`config.mk`:
```
export PLATFORM = sky130hd
export DESIGN_NAME = ram_dma_controller_flat
export DESIGN_NICKNAME = d
export VERILOG_FILES = /design/src/rtl/ram_dma_controller_if.sv /design/src/rtl/ram_dma_controller.sv /design/src/flat_wrapper.sv
export SDC_FILE = /design/constraint.sdc
export NUM_CORES = 1
export LEC_CHECK = 0
export CORE_MARGIN = 1.5
export CORE_UTILIZATION = 52
export CTS_CLUSTER_DIAMETER = 50
export CTS_CLUSTER_SIZE = 16
export DETAILED_ROUTE_END_ITERATION = 12
export PLACE_DENSITY = 0.82
export SYNTH_ARGS = -nofsm -noshare
export SYNTH_HDL_FRONTEND = slang
export SYNTH_SLANG_ARGS = --single-unit
```
`constraint.sdc`:
```
create_clock -name clock -period 8 [get_ports clock]
set_input_delay 0.8 -clock clock [delete_from_list [all_inputs] [get_ports clock]]
set_output_delay 0.8 -clock clock [all_outputs]
set_load 0.02 [all_outputs]
```
`src/rtl/ram_dma_controller_if.sv`:
```
// rtl/ram_dma_controller_if.sv - burst bus signal bundle for ram_dma_controller
// Purpose: groups the shared-bus side of the DMA controller.
//   master modport: DMA controller (drives request, header, write data, end).
//   slave modport : bus/arbiter side (drives grant, read data, stall, error).
// Signals:
//   busRequest / busGrant                      bus ownership handshake
//   busAddress, busBurstSize, busReadNotWrite  burst header (size = words - 1)
//   busDataIn, busDataValidIn                  read-burst data
//   busDataOut, busDataValidOut, busBusy       write-burst data with stall
//   busEndTransaction, busError                burst termination
interface ram_dma_controller_if;
  logic        busRequest;
  logic        busGrant;
  logic [31:0] busAddress;
  logic [7:0]  busBurstSize;
  logic        busReadNotWrite;
  logic [31:0] busDataIn;
  logic        busDataValidIn;
  logic [31:0] busDataOut;
  logic        busDataValidOut;
  logic        busBusy;
  logic        busEndTransaction;
  logic        busError;

  modport master (
    output busRequest, busAddress, busBurstSize, busReadNotWrite,
           busDataOut, busDataValidOut, busEndTransaction,
    input  busGrant, busDataIn, busDataValidIn, busBusy, busError
  );

  modport slave (
    input  busRequest, busAddress, busBurstSize, busReadNotWrite,
           busDataOut, busDataValidOut, busEndTransaction,
    output busGrant, busDataIn, busDataValidIn, busBusy, busError
  );
endinterface

```
`src/rtl/ram_dma_controller.sv`:
```
// rtl/ram_dma_controller.sv - block DMA between a burst bus and an SSRAM port
// Purpose: moves blockSize words between bus memory and a local SSRAM in
//   bursts of at most burstSize+1 words, configured via custom instructions.
// Ports:
//   clock, reset             rising-edge clock, asynchronous active-high reset
//   ciStart/ciValueA/B       register access strobe, select [12:10], write [9]
//   ciDone/ciResult          one-cycle completion pulse with read data
//   bus (master modport)     burst bus, see ram_dma_controller_if
//   memAddress..memReadData  SSRAM port B, one cycle read latency
// Registers: 1 busStartAddress, 2 memStartAddress, 3 blockSize, 4 burstSize,
//   5 control (wr bit0 bus->SSRAM, bit1 SSRAM->bus) / status (bit0 busy,
//   bit1 error), 6 busy-cycle counter when DMA_PERF_COUNTER_EN is defined.
module ram_dma_controller #(
  parameter int nrOfEntries = 512,
  localparam int AW = $clog2(nrOfEntries)
) (
  input  logic                clock,
  input  logic                reset,
  input  logic                ciStart,
  input  logic [31:0]         ciValueA,
  input  logic [31:0]         ciValueB,
  output logic                ciDone,
  output logic [31:0]         ciResult,
  ram_dma_controller_if.master bus,
  output logic [AW-1:0]       memAddress,
  output logic                memWriteEnable,
  output logic [31:0]         memWriteData,
  input  logic [31:0]         memReadData
);

  typedef enum logic [2:0] {
    IDLE, REQUEST, READ_BURST, PREFETCH, WRITE_BURST, END_BURST
  } state_t;

  state_t        state;
  logic [31:0]   busStartAddress;
  logic [AW-1:0] memStartAddress;
  logic [9:0]    blockSize;
  logic [7:0]    burstSize;
  logic          busy, error, toMemory;
  logic [31:0]   workBusAddress;
  logic [AW-1:0] workMemAddress;
  logic [9:0]    remaining;
  logic [8:0]    burstLength, beatCount;
  logic [31:0]   readValue;
`ifdef DMA_PERF_COUNTER_EN
  logic [31:0]   busyCycles;
`endif

  logic [2:0] regSelect;
  logic       regWrite, startReq, beatAccepted;
  logic [31:0] nextBusAddress;
  logic [9:0]  nextRemaining;
  logic        unusedCiBits;

  assign regSelect    = ciValueA[12:10];
  assign regWrite     = ciStart & ciValueA[9];
  assign startReq     = regWrite && (regSelect == 3'd5) && !busy && (ciValueB[1:0] != 2'b00);
  assign beatAccepted = ((state == READ_BURST) && bus.busDataValidIn) ||
                        ((state == WRITE_BURST) && !bus.busBusy);
  assign nextBusAddress = workBusAddress + {21'd0, burstLength, 2'b00};
  assign nextRemaining  = remaining - {1'b0, burstLength};
  assign unusedCiBits   = ^{ciValueA[31:13], ciValueA[8:0]};

  // Burst length in words: min(maxBurst + 1, words); never exceeds 256.
  function automatic logic [8:0] nextLength(input logic [9:0] words, input logic [7:0] maxBurst);
    logic [9:0] limit;
    limit = {2'b00, maxBurst} + 10'd1;
    return (words < limit) ? words[8:0] : limit[8:0];
  endfunction

  // Same length expressed as the bus header field (words - 1).
  function automatic logic [7:0] burstField(input logic [9:0] words, input logic [7:0] maxBurst);
    logic [9:0] wordsMinusOne;
    wordsMinusOne = words - 10'd1;
    return (words > {2'b00, maxBurst}) ? maxBurst : wordsMinusOne[7:0];
  endfunction

  function automatic logic [AW-1:0] nextMem(input logic [AW-1:0] a);
    return (a == AW'(nrOfEntries - 1)) ? '0 : a + AW'(1);
  endfunction

  always_comb begin
    readValue = '0;
    case (regSelect)
      3'd1: readValue = busStartAddress;
      3'd2: readValue = 32'(memStartAddress);
      3'd3: readValue = {22'd0, blockSize};
      3'd4: readValue = {24'd0, burstSize};
      3'd5: readValue = {30'd0, error, busy};
`ifdef DMA_PERF_COUNTER_EN
      3'd6: readValue = busyCycles;
`endif
      default: readValue = '0;
    endcase
  end

  // Read bursts stream straight into SSRAM; a word arriving with busError is dropped.
  assign memWriteEnable = (state == READ_BURST) && bus.busDataValidIn && !bus.busError;
  assign memWriteData   = memWriteEnable ? bus.busDataIn : '0;

  // workMemAddress is the word currently on busDataOut. When the bus accepts it
  // the next address is presented so its data lands one cycle later; when
  // stalled the same address is re-read, which holds busDataOut steady.
  assign bus.busDataValidOut = (state == WRITE_BURST);
  assign bus.busDataOut      = (state == WRITE_BURST) ? memReadData : '0;
  assign memAddress          = ((state == WRITE_BURST) && !bus.busBusy) ?
                               nextMem(workMemAddress) : workMemAddress;

  always_ff @(posedge clock or posedge reset) begin
    if (reset) begin
      state                 <= IDLE;
      busStartAddress       <= '0;
      memStartAddress       <= '0;
      blockSize             <= '0;
      burstSize             <= '0;
      busy                  <= 1'b0;
      error                 <= 1'b0;
      toMemory              <= 1'b0;
      workBusAddress        <= '0;
      workMemAddress        <= '0;
      remaining             <= '0;
      burstLength           <= '0;
      beatCount             <= '0;
      ciDone                <= 1'b0;
      ciResult              <= '0;
      bus.busRequest        <= 1'b0;
      bus.busAddress        <= '0;
      bus.busBurstSize      <= '0;
      bus.busReadNotWrite   <= 1'b0;
      bus.busEndTransaction <= 1'b0;
`ifdef DMA_PERF_COUNTER_EN
      busyCycles            <= '0;
`endif
    end else begin
      ciDone   <= ciStart;
      ciResult <= ciStart ? readValue : '0;

      if (regWrite && !busy) begin
        case (regSelect)
          3'd1: busStartAddress <= ciValueB;
          3'd2: memStartAddress <= ciValueB[AW-1:0];
          3'd3: blockSize       <= ciValueB[9:0];
          3'd4: burstSize       <= ciValueB[7:0];
          default: ;
        endcase
      end

`ifdef DMA_PERF_COUNTER_EN
      if (startReq)
        busyCycles <= '0;
      else if (busy && (busyCycles != '1))
        busyCycles <= busyCycles + 32'd1;
`endif

      if ((state != IDLE) && bus.busError) begin
        state                 <= IDLE;
        busy                  <= 1'b0;
        error                 <= 1'b1;
        bus.busRequest        <= 1'b0;
        bus.busAddress        <= '0;
        bus.busBurstSize      <= '0;
        bus.busReadNotWrite   <= 1'b0;
        bus.busEndTransaction <= 1'b0;
      end else begin
        case (state)
          IDLE: begin
            if (startReq) begin
              error <= 1'b0;
              // An empty block completes on the spot without touching the bus.
              if (blockSize != 10'd0) begin
                state               <= REQUEST;
                busy                <= 1'b1;
                toMemory            <= ciValueB[0];
                workBusAddress      <= busStartAddress;
                workMemAddress      <= memStartAddress;
                remaining           <= blockSize;
                burstLength         <= nextLength(blockSize, burstSize);
                bus.busRequest      <= 1'b1;
                bus.busAddress      <= busStartAddress;
                bus.busBurstSize    <= burstField(blockSize, burstSize);
                bus.busReadNotWrite <= ciValueB[0];
              end
            end
          end
          REQUEST: begin
            if (bus.busGrant) begin
              bus.busRequest      <= 1'b0;
              bus.busAddress      <= '0;
              bus.busBurstSize    <= '0;
              bus.busReadNotWrite <= 1'b0;
              beatCount           <= '0;
              state               <= toMemory ? READ_BURST : PREFETCH;
            end
          end
          PREFETCH: state <= WRITE_BURST;
          READ_BURST, WRITE_BURST: begin
            if (beatAccepted) begin
              workMemAddress <= nextMem(workMemAddress);
              beatCount      <= beatCount + 9'd1;
              if (beatCount == burstLength - 9'd1) begin
                state                 <= END_BURST;
                bus.busEndTransaction <= 1'b1;
              end
            end
          end
          END_BURST: begin
            bus.busEndTransaction <= 1'b0;
            workBusAddress        <= nextBusAddress;
            remaining             <= nextRemaining;
            if (nextRemaining == 10'd0) begin
              state <= IDLE;
              busy  <= 1'b0;
            end else begin
              state               <= REQUEST;
              burstLength         <= nextLength(nextRemaining, burstSize);
              bus.busRequest      <= 1'b1;
              bus.busAddress      <= nextBusAddress;
              bus.busBurstSize    <= burstField(nextRemaining, burstSize);
              bus.busReadNotWrite <= toMemory;
            end
          end
          default: state <= IDLE;
        endcase
      end
    end
  end

endmodule

```
`src/flat_wrapper.sv`:
```
// flat-port wrapper written by rule: the top's interface ports become plain ports
module ram_dma_controller_flat 
#(
  parameter int nrOfEntries = 512,
  localparam int AW = $clog2(nrOfEntries)
)
  (clock, reset, ciStart, ciValueA, ciValueB, ciDone, ciResult, memAddress, memWriteEnable, memWriteData, memReadData, bus_busRequest, bus_busAddress, bus_busBurstSize, bus_busReadNotWrite, bus_busDataOut, bus_busDataValidOut, bus_busEndTransaction, bus_busGrant, bus_busDataIn, bus_busDataValidIn, bus_busBusy, bus_busError);
  ram_dma_controller_if bus_i ();
  input  logic clock;
  input  logic reset;
  input  logic ciStart;
  input  logic [31:0] ciValueA;
  input  logic [31:0] ciValueB;
  output logic ciDone;
  output logic [31:0] ciResult;
  output logic [AW-1:0] memAddress;
  output logic memWriteEnable;
  output logic [31:0] memWriteData;
  input  logic [31:0] memReadData;
  output wire logic [$bits(bus_i.busRequest)-1:0] bus_busRequest;
  output wire logic [$bits(bus_i.busAddress)-1:0] bus_busAddress;
  output wire logic [$bits(bus_i.busBurstSize)-1:0] bus_busBurstSize;
  output wire logic [$bits(bus_i.busReadNotWrite)-1:0] bus_busReadNotWrite;
  output wire logic [$bits(bus_i.busDataOut)-1:0] bus_busDataOut;
  output wire logic [$bits(bus_i.busDataValidOut)-1:0] bus_busDataValidOut;
  output wire logic [$bits(bus_i.busEndTransaction)-1:0] bus_busEndTransaction;
  input wire logic [$bits(bus_i.busGrant)-1:0] bus_busGrant;
  input wire logic [$bits(bus_i.busDataIn)-1:0] bus_busDataIn;
  input wire logic [$bits(bus_i.busDataValidIn)-1:0] bus_busDataValidIn;
  input wire logic [$bits(bus_i.busBusy)-1:0] bus_busBusy;
  input wire logic [$bits(bus_i.busError)-1:0] bus_busError;
  assign bus_busRequest = bus_i.busRequest;
  assign bus_busAddress = bus_i.busAddress;
  assign bus_busBurstSize = bus_i.busBurstSize;
  assign bus_busReadNotWrite = bus_i.busReadNotWrite;
  assign bus_busDataOut = bus_i.busDataOut;
  assign bus_busDataValidOut = bus_i.busDataValidOut;
  assign bus_busEndTransaction = bus_i.busEndTransaction;
  assign bus_i.busGrant = bus_busGrant;
  assign bus_i.busDataIn = bus_busDataIn;
  assign bus_i.busDataValidIn = bus_busDataValidIn;
  assign bus_i.busBusy = bus_busBusy;
  assign bus_i.busError = bus_busError;
  ram_dma_controller #(.nrOfEntries(nrOfEntries)) u_core (.clock(clock), .reset(reset), .ciStart(ciStart), .ciValueA(ciValueA), .ciValueB(ciValueB), .ciDone(ciDone), .ciResult(ciResult), .bus(bus_i), .memAddress(memAddress), .memWriteEnable(memWriteEnable), .memWriteData(memWriteData), .memReadData(memReadData));
endmodule
```
# Yosys cells after proc, flatten, opt, wreduce, memory -nomap -nowiden
# Cells that the tools add are included.
# classes
n_addsub,8
magnitude_cmp,4
eq_ne,24
muxes,67
bitwise,2
reduce_logical,40
# op_table
op,n
two-way mux 32 bit,8
one-hot mux 32 bit (5 select lines),1
two-way mux 9 bit,12
one-hot mux 32 bit (3 select lines),1
one-hot mux 32 bit (2 select lines),1
two-way mux 8 bit,7
one-hot mux 9 bit (2 select lines),3
adder 32 x 11 -> 32 bit,1
one-hot mux 8 bit (3 select lines),1
greater-than comparator 10 x 8 -> 1 bit,2
< comparator 10 x 9 -> 1 bit,2
two-way mux 10 bit,2
one-hot mux 10 bit (2 select lines),1
AND reduction 5 bit,4
two-way mux 1 bit,19
"adder 9 x 1 -> 9 bit, second input constant",2
two-way mux 3 bit,6
AND reduction 4 bit,4
"subtractor 8 x 1 -> 8 bit, second input constant",2
"!= test 3 x 1 -> 1 bit, second input constant",5
one-hot mux 3 bit (5 select lines),1
"equality test 3 x 2 -> 1 bit, second input constant",4
"equality test 3 bit, second input constant",4
nonzero test 2 bit,6
other kinds (24),46
# totals
reg_bits,210
in_bits,135
out_inout_bits,151
elab_cells,165

# Longest topological paths before layout
# Gate-level depths: netlist of run 1.
# depth
word_depth,7
mapped_depth,18
depth_no_buf,16

# Worst setup path before layout of run 1
# OpenSTA, ideal clock, no wires.
# synth_timing
path_type,reg-to-reg
from,reg u_core.burstLength[1]
to,reg u_core.bus.busBurstSize[3]
setup_ns,0.126
arrival_time_ns,3.488
required_ns,7.874
path_slack_ns,4.386
path_stages_with_launch,18
path_buffers,1
period_less_slack_ns,3.614
path_cell_list,dfrtp_1 inv_1 ha_1 nor2b_1 o2111a_1 or4_1 nand3_1 inv_1 ha_1 a211o_1 a21oi_1 o21ai_0 a31oi_1 o32ai_1 clkbuf_1 nor2_1 a211oi_1 a221o_1
# synth_via
elab_chain_len,6
word_cells_on_any_way,10
cone_classes,2 x add/sub; 1 x order compare; 1 x eq/ne; 4 x mux; 2 x reduce/logical
# synth_lines
element,line_no,text
"start, declared",ram_dma_controller.sv:44,"logic [8:0] burstLength, beatCount;"
"start signal, assigned",ram_dma_controller.sv:178,"burstLength <= nextLength(blockSize, burstSize);"
"start signal, assigned",ram_dma_controller.sv:216,"burstLength <= nextLength(nextRemaining, burstSize);"
subtractor 10 x 9 -> 10 bit *,ram_dma_controller.sv:62,"assign nextRemaining = remaining - {1'b0, burstLength};"
subtractor 8 x 1 -> 8 bit or greater-than comparator 10 x 8 -> 1 bit (tied branches),"ram_dma_controller.sv:75, ram_dma_controller.sv:76",
two-way mux 8 bit,ram_dma_controller.sv:76,"return (words > {2'b00, maxBurst}) ? maxBurst : wordsMinusOne[7:0];"
two-way mux 8 bit,ram_dma_controller.sv:211,if (nextRemaining == 10'd0) begin
one-hot mux 8 bit (3 select lines),ram_dma_controller.sv:166,case (state)
two-way mux 8 bit,ram_dma_controller.sv:156,if ((state != IDLE) && bus.busError) begin
"end signal, assigned",ram_dma_controller.sv:181,"bus.busBurstSize <= burstField(blockSize, burstSize);"
"end signal, assigned",ram_dma_controller.sv:219,"bus.busBurstSize <= burstField(nextRemaining, burstSize);"
"end, declared",ram_dma_controller_if.sv:26,"output busRequest, busAddress, busBurstSize, busReadNotWrite,"
# Every way passes the cells marked *; elsewhere a longest branch is shown, timed or not. The select of a mux whose other input is x is not followed.
# A chain may end at the register's enable or synchronous reset.

# Worst setup path in the final report of run 1
# layout_timing
from,reg u_core.burstLength[0]
to,reg u_core.bus.busAddress[10]
# layout_via
elab_chain_len,4
word_cells_on_any_way,8
cone_classes,2 x add/sub; 1 x eq/ne; 3 x mux; 2 x reduce/logical
# layout_lines
element,line_no,text
adder 32 x 11 -> 32 bit or subtractor 10 x 9 -> 10 bit (tied branches),"ram_dma_controller.sv:61, ram_dma_controller.sv:62",
two-way mux 32 bit or logical NOT 10 bit (tied branches),ram_dma_controller.sv:211,
one-hot mux 32 bit (3 select lines) or != test 3 x 2 -> 1 bit (tied branches),-,
two-way mux 32 bit or AND reduction 5 bit (tied branches),-,
"end signal, assigned",ram_dma_controller.sv:180,bus.busAddress <= busStartAddress;
"end signal, assigned",ram_dma_controller.sv:218,bus.busAddress <= nextBusAddress;
"end, declared",ram_dma_controller_if.sv:26,
# Several ways; a longest one is shown, not always the timed one. The select of a mux whose other input is x is not followed.

==> reports/results.txt, run 1 <==
Post-CTS Setup Repair Bufs - 0
Area after DPL - 0.0157 mm2
die area - 0.0259 mm2
Max-Cap Viols - 0
io pins - 286
Starting Density - 53.1%
combinational share of power - 52.3%
Worst-path clk slew - 0.07 ns
Die Span X - 161 um
Vias/cell - 6.25
final worst path period need - 4.64 ns
Avg Inst Size Synth - 9.05 um2
# H-tree levels - 1
Hold Slack - 0.478 ns
DP HPWL - 32900 um
Final Max Slew Viols - 0
count of cell types in the netlist - 77
# port buffers - 257
dpl cells - 1942
net switching power - 2820 uW
initial antenna violation count - 3
Clk pwr share - 19.1%
sequential cell area fraction in the yosys report - 40.5%
delay of the slowest critical-path stage - 1.07 ns
RSZ-0062 raised after global routing - no
Setup Crit Path Kind - flip-flop to flip-flop
Post-CTS Resized - 0
Yosys reg bits - 210
die height - 161 um
Vias - 12400
VDD IR max - 0.248 mV
P_int - 3290 uW
Max Root-Sink Buffers - 3
CP max-delay cell - o32ai_4
GRT Util Overall - 34.6%
CP endpoint kind - flip-flop
hold buffers post-CTS - 0
critical-path cell list - ha_1, inv_1, fa_1, a211oi_2, nor2_1, xnor2_1, inv_2, a2111oi_4, or3b_4, o32ai_4, o21ai_0
routed len/inst - 22.7 um
area leader, netlist - dfrtp_1
Final Non-Filler Cells - 1988
CP arrival - 5.01 ns
CP Data Required Time - 8.37 ns
Core ar. - 0.0244 mm2
Post-Synthesis Cells - 1432
nets@finish - 1842
Ys Warns - 0
DRC viols - 0
Synth top area share - 40.5%
asr flop ratio synth - 100%
Seq pwr share - 28.6%
final setup vio count - 0
synthesized cell area - 0.0130 mm2
final WL - 45100 um
Post-synth top flop - dfrtp_1
Power Total - 6110 uW
status - completed
total grt overflow - 0
Root Driver - clkbuf_16
Fmax - 216 MHz
Sw Share - 46.2%
row count - 57
fillers - 1945
Crit path max-delay family - compound AO/OA/AOI/OAI gates
antenna-violating nets left - 0
worst slew pin tran - 1.28 ns
largest cells by area after synthesis - dfrtp_1 41%, ha_1 5.8%, o21ai_0 4.9%
clk sinks - 210
number of global-route vias before repair - 12000
Post-Syn Nets - 1629
CP max FO - 28
CTS tree - yes
TritonRoute pass-1 iters - 6
Clock Skew - 0.0293 ns
type of the tightest min-delay check - flip-flop to flip-flop
relative slew slack - 14.9%
clock latency at the later pin of the worst-skew pair - 0.55 ns
cts bufs inserted - 25
Static Leak - 0.00728 uW
CP bufs+invs - 2
design area - 0.0166 mm2
share of cells above drive strength 1 - 7.88%
final hold violation count - 0
startpoint types - flip-flop
Setup TNS Final - 0 ns
routability cong. - 0.964
Period Utilization, post-route - 58.0%
Initial DRC Count - 1408
largest net degree at the start of global routing - 138
Area Growth Syn to Fin - 27.8%
Post-synth EDFFs - 0
first-pass GRT wire length - 69400 um
Pwr Density - 369 mW/mm2
-- worst min-delay path, delay by kind of cell (launching register included) --
kind | cells | cell delay [ns]
compound gates | 1 | 0.06
simple gates | 1 | 0.04
flops | 1 | 0.34
-- power groups by stage --
stage	registers, uW	logic, uW	clock network (uW)
after CTS	1730	3150	1180
after detailed placement	1740	3120	0
after global placement	1730	3050	0
after floorplan	1590	2320	0
final	1750	3200	1170
after global routing	1780	3500	1230
-- through the flow --
step / util, % / worst slack [ns]
after global routing: 67.9 / 3.05
final: 67.9 / 3.36
after global placement: 64.4 / 3.53
after CTS: 67.9 / 3.40
after floorplan: - / 1.46
after detailed placement: 64.4 / 3.44
-- kinds of logic (layout without fill, tap and decap cells) --
| family | Yosys count | count (layout) | share of synthesized area [%] |
|---|---|---|---|
| flip-flops | 210 | 210 | 40.5 |
| adder cells (fa/ha/maj) | 62 | 62 | 6.10 |
| XOR/XNOR | 69 | 69 | 4.66 |
| other | 0 | 2 | 0 |
| AO/OA/AOI/OAI | 391 | 391 | 19.4 |
| multiplexers | 77 | 77 | 6.45 |
| buffers and inverters | 138 | 368 | 4.36 |
| AND/OR/NAND/NOR | 485 | 485 | 18.4 |
-- cells in the mapped netlist (all sizes together) (3+ instances only) --
cell type	n
a221o	6
and3	72
o22ai	13
nand2	136
a221oi	7
nand4	9
buf	15
a31oi	14
and2	41
and4	5
ha	60
or4	3
o21ai	129
nor3	25
a22o	10
a211oi	7
o31ai	6
nand3	26
mux2	52
a21oi	86
or3	3
o2111ai	4
a22oi	41
nor2b	14
xnor2	38
xor2	31
a21o	8
a211o	3
dfrtp	210
mux2i	25
a2bb2oi	12
a2111oi	5
o21a	11
o211ai	6
o21bai	5
clkbuf	71
inv	52
o32ai	3
nand3b	4
nand2b	10
nor2	120
nor4	6
-- final cells by class --
cell class,count,area (um2),share of cell area [%]
diodes,2,5.00,0.0302
flip-flops and latches,210,5260,31.7
clock inverters,16,191,1.16
clock buffers,28,657,3.96
well taps,324,405,2.45
inverters,52,203,1.22
repair buffers,272,2690,16.2
multi-input cells,1084,7170,43.3
-- path summary, 6_finish.rpt --
| kind | from | endpoint | slack (ns) | cells after the start |
|---|---|---|---|---|
| worst max-delay path | u_core.burstLength[0]$_DFFE_PP0P_ | u_core.bus.busAddress[10]$_DFFE_PP0P_ | 3.36 | 11 |
| worst min-delay path | u_core.bus.busAddress[5]$_DFFE_PP0P_ | u_core.bus.busAddress[5]$_DFFE_PP0P_ | 0.48 | 2 |
| worst max register to register | u_core.burstLength[0]$_DFFE_PP0P_ | u_core.bus.busAddress[10]$_DFFE_PP0P_ | 3.36 | 11 |
| worst min register to register | u_core.bus.busAddress[5]$_DFFE_PP0P_ | u_core.bus.busAddress[5]$_DFFE_PP0P_ | 0.48 | 2 |
| max in group asynchronous | reset | u_core.memStartAddress[4]$_DFFE_PP0P_ | 5.66 | 3 |
| min in group asynchronous | reset | u_core.beatCount[8]$_DFFE_PP0P_ | 0.80 | 2 |
-- routing by layer --
| metal | vias up | routed length [um] | track usage (%) |
|---|---|---|---|
| met2 | 711 | 21200 | 56.4 |
| met3 | 142 | 4000 | 5.86 |
| li1 | 5563 | - | - |
| met4 | 2 | 2320 | 16.3 |
| met5 | - | 11 | 0 |
| met1 | 6005 | 17600 | 45.0 |
-- sequential cells by signal (all words and copies together), names as in the netlist --
register and flops:
u_core.workBusAddress 32, u_core.burstSize 8, u_core.bus.busAddress 32, u_core.busStartAddress 32
u_core.state 3, u_core.burstLength 9, u_core.error 1, u_core.busy 1
u_core.remaining 10, u_core.bus.busReadNotWrite 1, u_core.blockSize 10, u_core.bus.busBurstSize 8
u_core.bus.busEndTransaction 1, u_core.workMemAddress 9, u_core.toMemory 1, u_core.beatCount 9
u_core.ciResult 32, u_core.memStartAddress 9, u_core.bus.busRequest 1, u_core.ciDone 1
-- placed cells by master, fill, tap and decap left out, types with 11 or more instances in the layout --
cell	n
inv_1	49
buf_4	15
nor2b_1	14
mux2_2	52
and2_1	41
o22ai_1	13
ha_1	60
xor2_1	31
nand2_1	135
xnor2_1	38
o21a_1	11
a2bb2oi_1	12
a31oi_1	14
mux2i_1	25
clkbuf_16	25
nor3_1	25
a21oi_1	86
clkdlybuf4s50_1	257
dfrtp_1	210
a22oi_1	41
o21ai_0	126
nor2_1	117
and3_1	72
nand3_1	26
Note: power is estimated with default switching activity, not from simulation.
==> run 2, diff against run 1 <==
- clock period: 8 -> 4.7 ns (I/O delays scaled with it)
==> run 2 against run 1 <==
- final cell count grew 0.86%
- sequential cell count is the same
- sequential power grew 67%
- die area is the same
- sequential share of layout area shrank 0.35 points
- highest routed layer unchanged
- power grew 74%
- first-iteration DRC count shrank 13%
- via count grew 0.28%
- critical endpoint is now u_core.burstLength[1]$_DFFE_PP0P_
==> reports/results.txt, run 2 (synthesis gave the netlist of run 1 again) <==
status - completed (unchanged)
clk sinks - 210 (unchanged)
Core ar. - 0.0244 mm2 (unchanged)
share of cells above drive strength 1 - 8.82% (was 7.88%)
TritonRoute pass-1 iters - 6 (unchanged)
CP max FO - 10 (was 28)
worst slew pin tran - 1.24 ns (was 1.28 ns)
antenna-violating nets left - 0 (unchanged)
# H-tree levels - 1 (unchanged)
final hold violation count - 0 (unchanged)
die area - 0.0259 mm2 (unchanged)
row count - 57 (unchanged)
Die Span X - 161 um (unchanged)
type of the tightest min-delay check - primary input to async pin (was flip-flop to flip-flop)
routability cong. - 1.00 (was 0.964)
final worst path period need - 3.83 ns (was 4.64 ns)
CP arrival - 4.25 ns (was 5.01 ns)
Reg-to-Reg Start - u_core.remaining[0]$_DFFE_PP0P_ (was u_core.burstLength[0]$_DFFE_PP0P_)
total grt overflow - 0 (unchanged)
Setup Crit Path Kind - flip-flop to flip-flop (unchanged)
clock latency at the later pin of the worst-skew pair - 0.55 ns (about the same)
DP HPWL - 33200 um (was 32900 um)
critical-path cell list - inv_1, ha_1, inv_1, fa_1, a211oi_2, nor2_1, xnor2_1, inv_2, a2111oi_4, or3b_4, or2_1, o21a_1, o22a_1 (was ha_1, inv_1, fa_1, a211oi_2, nor2_1, xnor2_1, inv_2, a2111oi_4, or3b_4, o32ai_4, o21ai_0)
most frequent cells in the layout - 257 x clkdlybuf4s50_1, 210 x dfrtp_1, 135 x nand2_1 (unchanged)
io pins - 286 (unchanged)
routed len/inst - 22.5 um (was 22.7 um)
Root Driver - clkbuf_16 (unchanged)
Setup TNS Final - 0 ns (unchanged)
RSZ-0062 raised after global routing - no (unchanged)
CP Data Required Time - 5.12 ns (was 8.37 ns)
GRT Util Overall - 34.6% (about the same)
CTS tree - yes (unchanged)
CP max-delay cell - or3b_4 (was o32ai_4)
Vias/cell - 6.21 (was 6.25)
Vias - 12500 (was 12400)
Fmax - 261 MHz (was 216 MHz)
# port buffers - 257 (unchanged)
Starting Density - 53.1% (unchanged)
final WL - 45200 um (was 45100 um)
relative slew slack - 17.2% (was 14.9%)
Max-Cap Viols - 0 (unchanged)
Area Growth Syn to Fin - 29.3% (was 27.8%)
Static Leak - 0.00738 uW (was 0.00728 uW)
startpoint types - flip-flop (unchanged)
Worst-path clk slew - 0.06 ns (was 0.07 ns)
die height - 161 um (unchanged)
FF-to-FF path depth - 13 (was 11)
Post-CTS Setup Repair Bufs - 0 (unchanged)
R2R setup slack - 0.87 ns (was 3.36 ns)
Final Max Slew Viols - 0 (unchanged)
RR Endpoint - u_core.burstLength[1]$_DFFE_PP0P_ (was u_core.bus.busAddress[10]$_DFFE_PP0P_)
first-pass GRT wire length - 69300 um (was 69400 um)
Power Total - 10600 uW (was 6110 uW)
commonest non-fill, non-tap cell in the layout - clkdlybuf4s50_1 (unchanged)
DRC viols - 0 (unchanged)
nets@finish - 1856 (was 1842)
initial antenna violation count - 6 (was 3)
Initial DRC Count - 1228 (was 1408)
hold buffers post-CTS - 0 (unchanged)
largest net degree at the start of global routing - 141 (was 138)
Max Root-Sink Buffers - 3 (unchanged)
Period Utilization, post-route - 81.5% (was 58.0%)
final setup vio count - 0 (unchanged)
fillers - 1920 (was 1945)
Post-CTS Resized - 0 (unchanged)
delay of the slowest critical-path stage - 0.48 ns (was 1.07 ns)
Clock Skew - 0.0245 ns (was 0.0293 ns)
most frequent CP cell - inv_1
VDD IR max - 0.386 mV (was 0.248 mV)
CP endpoint kind - flip-flop (unchanged)
cts bufs inserted - 26 (was 25)
number of global-route vias before repair - 12000 (about the same)
Pwr Density - 634 mW/mm2 (was 369 mW/mm2)
## run 2: changes by cell type in the layout (fill, tap and decap cells not counted)
| cell | before | now |
|---|---|---|
| buf_12 | 0 | 2 |
| buf_4 | 15 | 26 |
| bufinv_16 | 1 | 2 |
| clkbuf_1 | 1 | 0 |
| clkbuf_16 | 25 | 26 |
| clkbuf_8 | 2 | 0 |
| clkinv_2 | 1 | 3 |
| clkinv_8 | 4 | 5 |
| clkinvlp_4 | 3 | 2 |
| diode_2 | 2 | 3 |
| inv_6 | 3 | 5 |
## run 2: worst max-delay path by stage
stage | startpoint | endpoint
finish | u_core.remaining[0]$_DFFE_PP0P_ | u_core.burstLength[1]$_DFFE_PP0P_
global route | u_core.remaining[0]$_DFFE_PP0P_ | u_core.bus.busAddress[31]$_DFFE_PP0P_
CTS | u_core.remaining[0]$_DFFE_PP0P_ | u_core.bus.busAddress[28]$_DFFE_PP0P_
detailed placement | u_core.remaining[0]$_DFFE_PP0P_ | u_core.bus.busAddress[28]$_DFFE_PP0P_
global placement | u_core.remaining[0]$_DFFE_PP0P_ | u_core.burstLength[1]$_DFFE_PP0P_
floorplan | u_core.burstLength[1]$_DFFE_PP0P_ | u_core.bus.busBurstSize[3]$_DFFE_PP0P_
## run 2: cell type report
type	count	area [um2]	area share, %
tap	324	405	2.42
sequential	210	5260	31.4
multi-input combinational	1084	7170	42.8
inverter	52	199	1.19
antenna	3	7.51	0.0448
timing repair buffer	285	2810	16.8
clock buffer	26	651	3.88
clock inverter	21	262	1.56
## run 2: critical path: cells and delay by family, from the launching register on
| kind | cells | cell delay [ns] |
|---|---|---|
| flip-flops | 1 | 0.38 |
| AO/OA/AOI/OAI | 4 | 1.31 |
| buffers and inverters | 3 | 0.26 |
| XOR/XNOR | 1 | 0.35 |
| adder cells (fa/ha/maj) | 2 | 0.55 |
| AND/OR/NAND/NOR | 3 | 0.85 |
## run 2: through the flow
step	hold slack (ns)	util (%)	instances	instance area (um2)	setup WS (ns)
after floorplan	0.438	-	1432	13000	1.09
after global placement	0.450	64.9	1955	15800	0.954
after detailed placement	0.457	64.9	1955	15800	0.931
after CTS	0.473	68.7	2002	16700	0.905
after global routing	0.507	68.7	2005	16800	0.665
final	0.440	68.7	2005	16800	0.869
## run 2: metal layers
metal	routed length (um)	track usage (%)
met1	17600	44.8
met2	21200	56.1
met3	3830	5.86
met4	2520	17.5
met5	24	0
## run 2: power breakdown
| group | leakage (uW) | internal [uW] | switching, uW |
|---|---|---|---|
| registers | 0.00270 | 2260 | 656 |
| clock network | 0.000446 | 1180 | 924 |
| logic | 0.00424 | 2290 | 3310 |
| total | 0.00738 | 5730 | 4890 |
